<file path="src/rtl/trdb_pkg.sv">
// Shared constants and types for the trace packer datapath.
package trdb_pkg;

    localparam int unsigned PACKET_LEN        = 64;
    localparam int unsigned PACKET_HEADER_LEN = 7;
    localparam int unsigned PACKET_TOTAL      = PACKET_LEN + PACKET_HEADER_LEN;

    localparam logic [1:0] HDR_TAG = 2'b01;

    typedef enum logic [1:0] {
        StHdr,
        StPack,
        StFlush
    } packer_state_e;

endpackage

</file>
<file path="src/rtl/trdb_bit_extract.sv">
// Combinational window into the packet serial: DATA_W bits starting at ptr_i,
// with everything above the lowest n_i bits cleared.
module trdb_bit_extract
    import trdb_pkg::*;
#(
    parameter int unsigned DATA_W = 32,
    localparam int unsigned PtrW  = $clog2(PACKET_TOTAL + 1),
    localparam int unsigned CntW  = $clog2(DATA_W + 1)
) (
    input  logic [PACKET_TOTAL-1:0] serial_i,
    input  logic [PtrW-1:0]         ptr_i,
    input  logic [CntW-1:0]         n_i,
    output logic [DATA_W-1:0]       bits_o
);

    logic [DATA_W-1:0] mask;

    always_comb begin
        // A shift of DATA_W (n_i == 0) yields an all-zero mask.
        mask   = {DATA_W{1'b1}} >> (CntW'(DATA_W) - n_i);
        bits_o = DATA_W'(serial_i >> ptr_i) & mask;
    end

endmodule

</file>
<file path="src/rtl/trdb_stream_packer.sv">
// Packs variable-length trace packets back to back into DATA_W-bit words,
// with a source-ID header after reset and after every flush.
module trdb_stream_packer
    import trdb_pkg::*;
#(
    parameter int unsigned DATA_W = 32,
    parameter int unsigned ID_W   = 5,
    parameter int unsigned ID     = 1
) (
    input  logic                         clk_i,
    input  logic                         rst_ni,
    input  logic [PACKET_LEN-1:0]        packet_bits_i,
    input  logic [PACKET_HEADER_LEN-1:0] packet_len_i,
    input  logic                         valid_i,
    output logic                         grant_o,
    input  logic                         flush_i,
    output logic                         flush_done_o,
    output logic [DATA_W-1:0]            data_o,
    output logic                         valid_o,
    input  logic                         ready_i
);

    localparam int unsigned PtrW = $clog2(PACKET_TOTAL + 1);
    localparam int unsigned CntW = $clog2(DATA_W + 1);

    typedef logic [PtrW-1:0] ptr_t;
    typedef logic [CntW-1:0] cnt_t;

    localparam logic [DATA_W-1:0] HdrWord = DATA_W'({ID_W'(ID), HDR_TAG});

    packer_state_e state_q, state_d;
    cnt_t              fill_q, fill_d;
    ptr_t              ptr_q, ptr_d;
    logic [DATA_W-1:0] acc_q, acc_d;
    logic [DATA_W-1:0] data_q, data_d;
    logic              valid_q, valid_d;
    logic              flush_done_q, flush_done_d;
    logic              flush_pend_q, flush_pend_d;

    logic                         adv;
    logic                         grant;
    logic [PACKET_HEADER_LEN-1:0] len_sat;
    logic [PACKET_LEN-1:0]        payload_mask;
    logic [PACKET_TOTAL-1:0]      serial;
    ptr_t                         pkt_l;
    ptr_t                         room;
    ptr_t                         left;
    ptr_t                         take;
    cnt_t                         n;
    logic [DATA_W-1:0]            chunk;
    logic [DATA_W-1:0]            acc_next;
    cnt_t                         fill_next;

    assign adv = !valid_q || ready_i;

    // Serial form of the head packet, with bits above the length cleared.
    always_comb begin
        len_sat = (packet_len_i > PACKET_HEADER_LEN'(PACKET_LEN)) ?
                  PACKET_HEADER_LEN'(PACKET_LEN) : packet_len_i;
        payload_mask = ~({PACKET_LEN{1'b1}} << len_sat);
        serial       = {packet_bits_i & payload_mask, len_sat};
        pkt_l        = ptr_t'(len_sat) + ptr_t'(PACKET_HEADER_LEN);
        room         = ptr_t'(DATA_W) - ptr_t'(fill_q);
        left         = pkt_l - ptr_q;
        take         = (room < left) ? room : left;
        n            = cnt_t'(take);
    end

    trdb_bit_extract #(
        .DATA_W (DATA_W)
    ) u_bit_extract (
        .serial_i (serial),
        .ptr_i    (ptr_q),
        .n_i      (n),
        .bits_o   (chunk)
    );

    assign acc_next  = acc_q | (chunk << fill_q);
    assign fill_next = fill_q + n;

    always_comb begin
        state_d      = state_q;
        fill_d       = fill_q;
        ptr_d        = ptr_q;
        acc_d        = acc_q;
        data_d       = data_q;
        valid_d      = valid_q;
        flush_done_d = 1'b0;
        flush_pend_d = flush_pend_q;
        grant        = 1'b0;

        unique case (state_q)
            StHdr: begin
                if (adv) begin
                    data_d  = HdrWord;
                    valid_d = 1'b1;
                    state_d = StPack;
                end
            end
            StPack: begin
                if (flush_i) begin
                    flush_pend_d = 1'b1;
                end
                if (adv) begin
                    valid_d = 1'b0;
                end
                // Only leave for a flush on a packet boundary.
                if ((flush_pend_q || flush_i) && (ptr_q == '0)) begin
                    state_d      = StFlush;
                    flush_pend_d = 1'b0;
                end else if (adv && valid_i) begin
                    if (fill_next == cnt_t'(DATA_W)) begin
                        data_d  = acc_next;
                        valid_d = 1'b1;
                        acc_d   = '0;
                        fill_d  = '0;
                    end else begin
                        acc_d  = acc_next;
                        fill_d = fill_next;
                    end
                    if ((ptr_q + take) == pkt_l) begin
                        grant = 1'b1;
                        ptr_d = '0;
                    end else begin
                        ptr_d = ptr_q + take;
                    end
                end
            end
            StFlush: begin
                if (adv) begin
                    if (fill_q != '0) begin
                        data_d  = acc_q;
                        valid_d = 1'b1;
                        acc_d   = '0;
                        fill_d  = '0;
                    end else begin
                        valid_d      = 1'b0;
                        flush_done_d = 1'b1;
                        state_d      = StHdr;
                    end
                end
            end
            default: state_d = StHdr;
        endcase
    end

    always_ff @(posedge clk_i or negedge rst_ni) begin
        if (!rst_ni) begin
            state_q      <= StHdr;
            fill_q       <= '0;
            ptr_q        <= '0;
            acc_q        <= '0;
            data_q       <= '0;
            valid_q      <= 1'b0;
            flush_done_q <= 1'b0;
            flush_pend_q <= 1'b0;
        end else begin
            state_q      <= state_d;
            fill_q       <= fill_d;
            ptr_q        <= ptr_d;
            acc_q        <= acc_d;
            data_q       <= data_d;
            valid_q      <= valid_d;
            flush_done_q <= flush_done_d;
            flush_pend_q <= flush_pend_d;
        end
    end

    assign grant_o      = grant;
    assign data_o       = data_q;
    assign valid_o      = valid_q;
    assign flush_done_o = flush_done_q;

endmodule

</file>
<file path="config.mk">
export PLATFORM = sky130hd
export DESIGN_NAME = trdb_stream_packer
export DESIGN_NICKNAME = d
export VERILOG_FILES = /design/src/rtl/trdb_pkg.sv /design/src/rtl/trdb_bit_extract.sv /design/src/rtl/trdb_stream_packer.sv
export SDC_FILE = /design/constraint.sdc
export NUM_CORES = 1
export LEC_CHECK = 0
export ABC_AREA = 0
export CORE_ASPECT_RATIO = 1.5
export CORE_MARGIN = 5
export CORE_UTILIZATION = 41
export CTS_CLUSTER_SIZE = 10
export DETAILED_ROUTE_END_ITERATION = 10
export SKIP_CTS_REPAIR_TIMING = 1
export SYNTH_ARGS = -nofsm -noshare
export SYNTH_HDL_FRONTEND = slang
export SYNTH_SLANG_ARGS = --single-unit
</file>
<file path="constraint.sdc">
create_clock -name clk_i -period 8.1 [get_ports clk_i]
set_input_delay 0.81 -clock clk_i [delete_from_list [all_inputs] [get_ports clk_i]]
set_output_delay 0.81 -clock clk_i [all_outputs]
set_load 0.02 [all_outputs]
</file>
==> flow_metrics.env <==
export IMPL_status="finished, violations left"
export IMPL_violations="max-capacitance violations, max-slew violations"
export IMPL_ys_flop_type="dfrtp_1"
export IMPL_drv_cap=1
export IMPL_dp_hpwl_mm=78.0
export IMPL_synthToLayoutAreaGrowth_pct=15.1
export IMPL_wl_met2_mm=45.9
export IMPL_ys_seq_elements=82
export IMPL_antenna_found_initial=3
export IMPL_max_stage_delay_ps=670
export IMPL_fp_row_count=87
export IMPL_clock_path_buffers=2
export IMPL_synth_top_area_frac=0.133
export IMPL_ys_warn_count=0
export IMPL_drive_above_1_share=0.131
export IMPL_timing_rr_start="ptr_q[0]"
export IMPL_via_count=20900
export IMPL_fp_dieW_um=168
export IMPL_grt_overflow_total=0
export IMPL_hold_path_class="in2async"
export IMPL_start_kind="input pin"
export IMPL_start_util=0.412
export IMPL_wire_per_inst_um=36.8
export IMPL_crit_path_max_fanout=9
export IMPL_num_fill_cells=3853
export IMPL_multi_input_area_um2=12200
export IMPL_final_common_cell="nand2_1"
export IMPL_whs_ps=325
export IMPL_place_gp_congestion=1.10
export IMPL_wl_mm=101
export IMPL_synth_area_per_cell_um2=7.10
export IMPL_async_flop_share=1.00
export IMPL_io_pins=111
export IMPL_r2r_end="acc_q[11]"
export IMPL_clk_pin_slew_ps=70
export IMPL_grt_pass1_wl_mm=144
export IMPL_clkSinkCount=82
export IMPL_tritoncts="yes"
export IMPL_grt_pass1_vias=20200
export IMPL_synth_area_um2=15400
export IMPL_cts_root_buf="clkbuf_16"
export IMPL_die_h_um=248
export IMPL_die_area_um2=41700
export IMPL_syn_instance_count=2173
export IMPL_setup_violations_final=0
export IMPL_grt_max_degree=64
export IMPL_m1WireLength_mm=31.8
export IMPL_reg2reg_slack_ps=830
export IMPL_synth_edff_count=0
export IMPL_yosysTopAreaCell="dfrtp_1"
export IMPL_highest_layer="met4"
export IMPL_nets=2369
export IMPL_drt_iter0_markers=3005
export IMPL_finalCriticalPeriod_ps=7700
export IMPL_synthTopCellsByArea="dfrtp_1 (13%), nand2_1 (5.1%), nor2_1 (4.9%)"
export IMPL_wl_met3_mm=9.66
export IMPL_ctsHtreeMaxLevel=3
export IMPL_seq_area_um2=2060
export IMPL_worstMarginPinSlew_ps=1770
export IMPL_io_buffers=110
export IMPL_grtUsageTotal=0.467
export IMPL_seq_area_frac_synth=0.133
export IMPL_end_kind="flop"
export IMPL_fmax_mhz=130
export IMPL_slew_violations=2
export IMPL_synth_nets=2287
export IMPL_ys_types=111
export IMPL_cp_required_ps=8380
export IMPL_worstPathArrival_ps=7980
export IMPL_slew_headroom=-0.177
export IMPL_ant_nets=0
export IMPL_crit_type="in2reg"
export IMPL_period_share=0.951
export IMPL_clock_skew_ps=6.80
export IMPL_reg2regPathDepth=14
export IMPL_slowest_stage="a2111oi_0"
export IMPL_insertion_delay_ps=360
export IMPL_via_per_inst=7.61
export IMPL_final_cell_mix="nand2_1 (210), nor2_1 (198), buf_4 (157)"
export IMPL_cts_buffers=9
export IMPL_drc=0
export IMPL_dr_pass1_iters=6
export IMPL_hold_viol=0
export IMPL_coreArea_um2=37400
==> worst max path at each step <==
stage	slack, ps	to	from	depth (start not counted)
after CTS	-110	grant_o	packet_len_i[2]	30
after global routing	-20	data_o[19]	packet_len_i[1]	38
final	400	acc_q[11]	packet_len_i[1]	31
after floorplan	10	grant_o	packet_len_i[6]	40
after global placement	100	grant_o	packet_len_i[2]	30
after detailed placement	-110	data_o[5]	packet_len_i[2]	31
==> per-layer routing <==
metal  global-route usage  up-vias
li1                     -     8679
met1                0.469     9914
met2                0.773     1705
met3                0.102      638
met4                0.485        0
met5                    0        -
==> cells in the mapped netlist, drive strengths merged, types with 14 or more instances <==
library cell  instances
a2111oi              17
a211o                14
a211oi               52
a21o                 18
a21oi               131
a221oi               29
a22o                 14
a22oi                24
a31oi                33
a32oi                15
and2                 27
and3                 21
buf                  95
clkbuf              101
dfrtp                82
ha                   35
inv                  54
mux2                 16
mux2i                34
mux4                 17
nand2               213
nand2b               26
nand3                73
nand4                24
nor2                200
nor2b                30
nor3                 77
nor4                 25
o2111ai              23
o211a                20
o211ai               48
o21a                 29
o21ai               158
o221ai               21
o22a                 18
o22ai                48
o31ai                38
o32ai                15
or2                  26
or3                  22
xnor2                21
==> critical path, delay by kind of cell <==
kind                       cells  cell delay [ps]
AOI/OAI and AO/OA             15             3700
xor gates and xnor gates       1              170
adders and majority gates      3              980
buffers and inverters          4              960
and+or+nand+nor                8             1370
==> sequential cells by signal, summed over array words and instances, names as in the netlist <==
| name | flops |
|---|---|
| acc_q | 32 |
| fill_q | 6 |
| ptr_q | 7 |
| state_q | 2 |
| flush_done_o | 1 |
| data_o | 32 |
| flush_pend_q | 1 |
| valid_o | 1 |
==> through the flow <==
stage	worst slack (ps)	cells	TNS [ps]	area, um2	util
global placement	98.7	2732	0	17300	0.463
global route	-16.9	2751	-16.9	17700	0.474
CTS	-112	2748	-112	17700	0.473
detailed placement	-106	2732	-201	17300	0.463
floorplan	12.4	2173	0	15400	-
finish	399	2752	0	17800	0.474
==> area by class of cell <==
class | instances | share of cell area
sequential | 82 | 0.116
clock inverter | 6 | 0.00775
timing repair buffer | 267 | 0.127
clock buffer | 10 | 0.0129
multi-input combinational | 1836 | 0.689
inverter | 59 | 0.0125
antenna | 3 | 0.000423
tap | 489 | 0.0345
==> kinds of logic after synthesis <==
kind of cell / Yosys count / share of synthesized area
compound gates: 885 / 0.416
simple gates: 815 / 0.261
buf+inv: 255 / 0.0786
flops: 82 / 0.133
mux: 67 / 0.0596
fa+ha+maj: 38 / 0.0323
xor+xnor: 31 / 0.0188
Power is left out: the tool's default activity adds up to more than one toggle a clock period on the data nets, which glitch-free logic cannot reach.
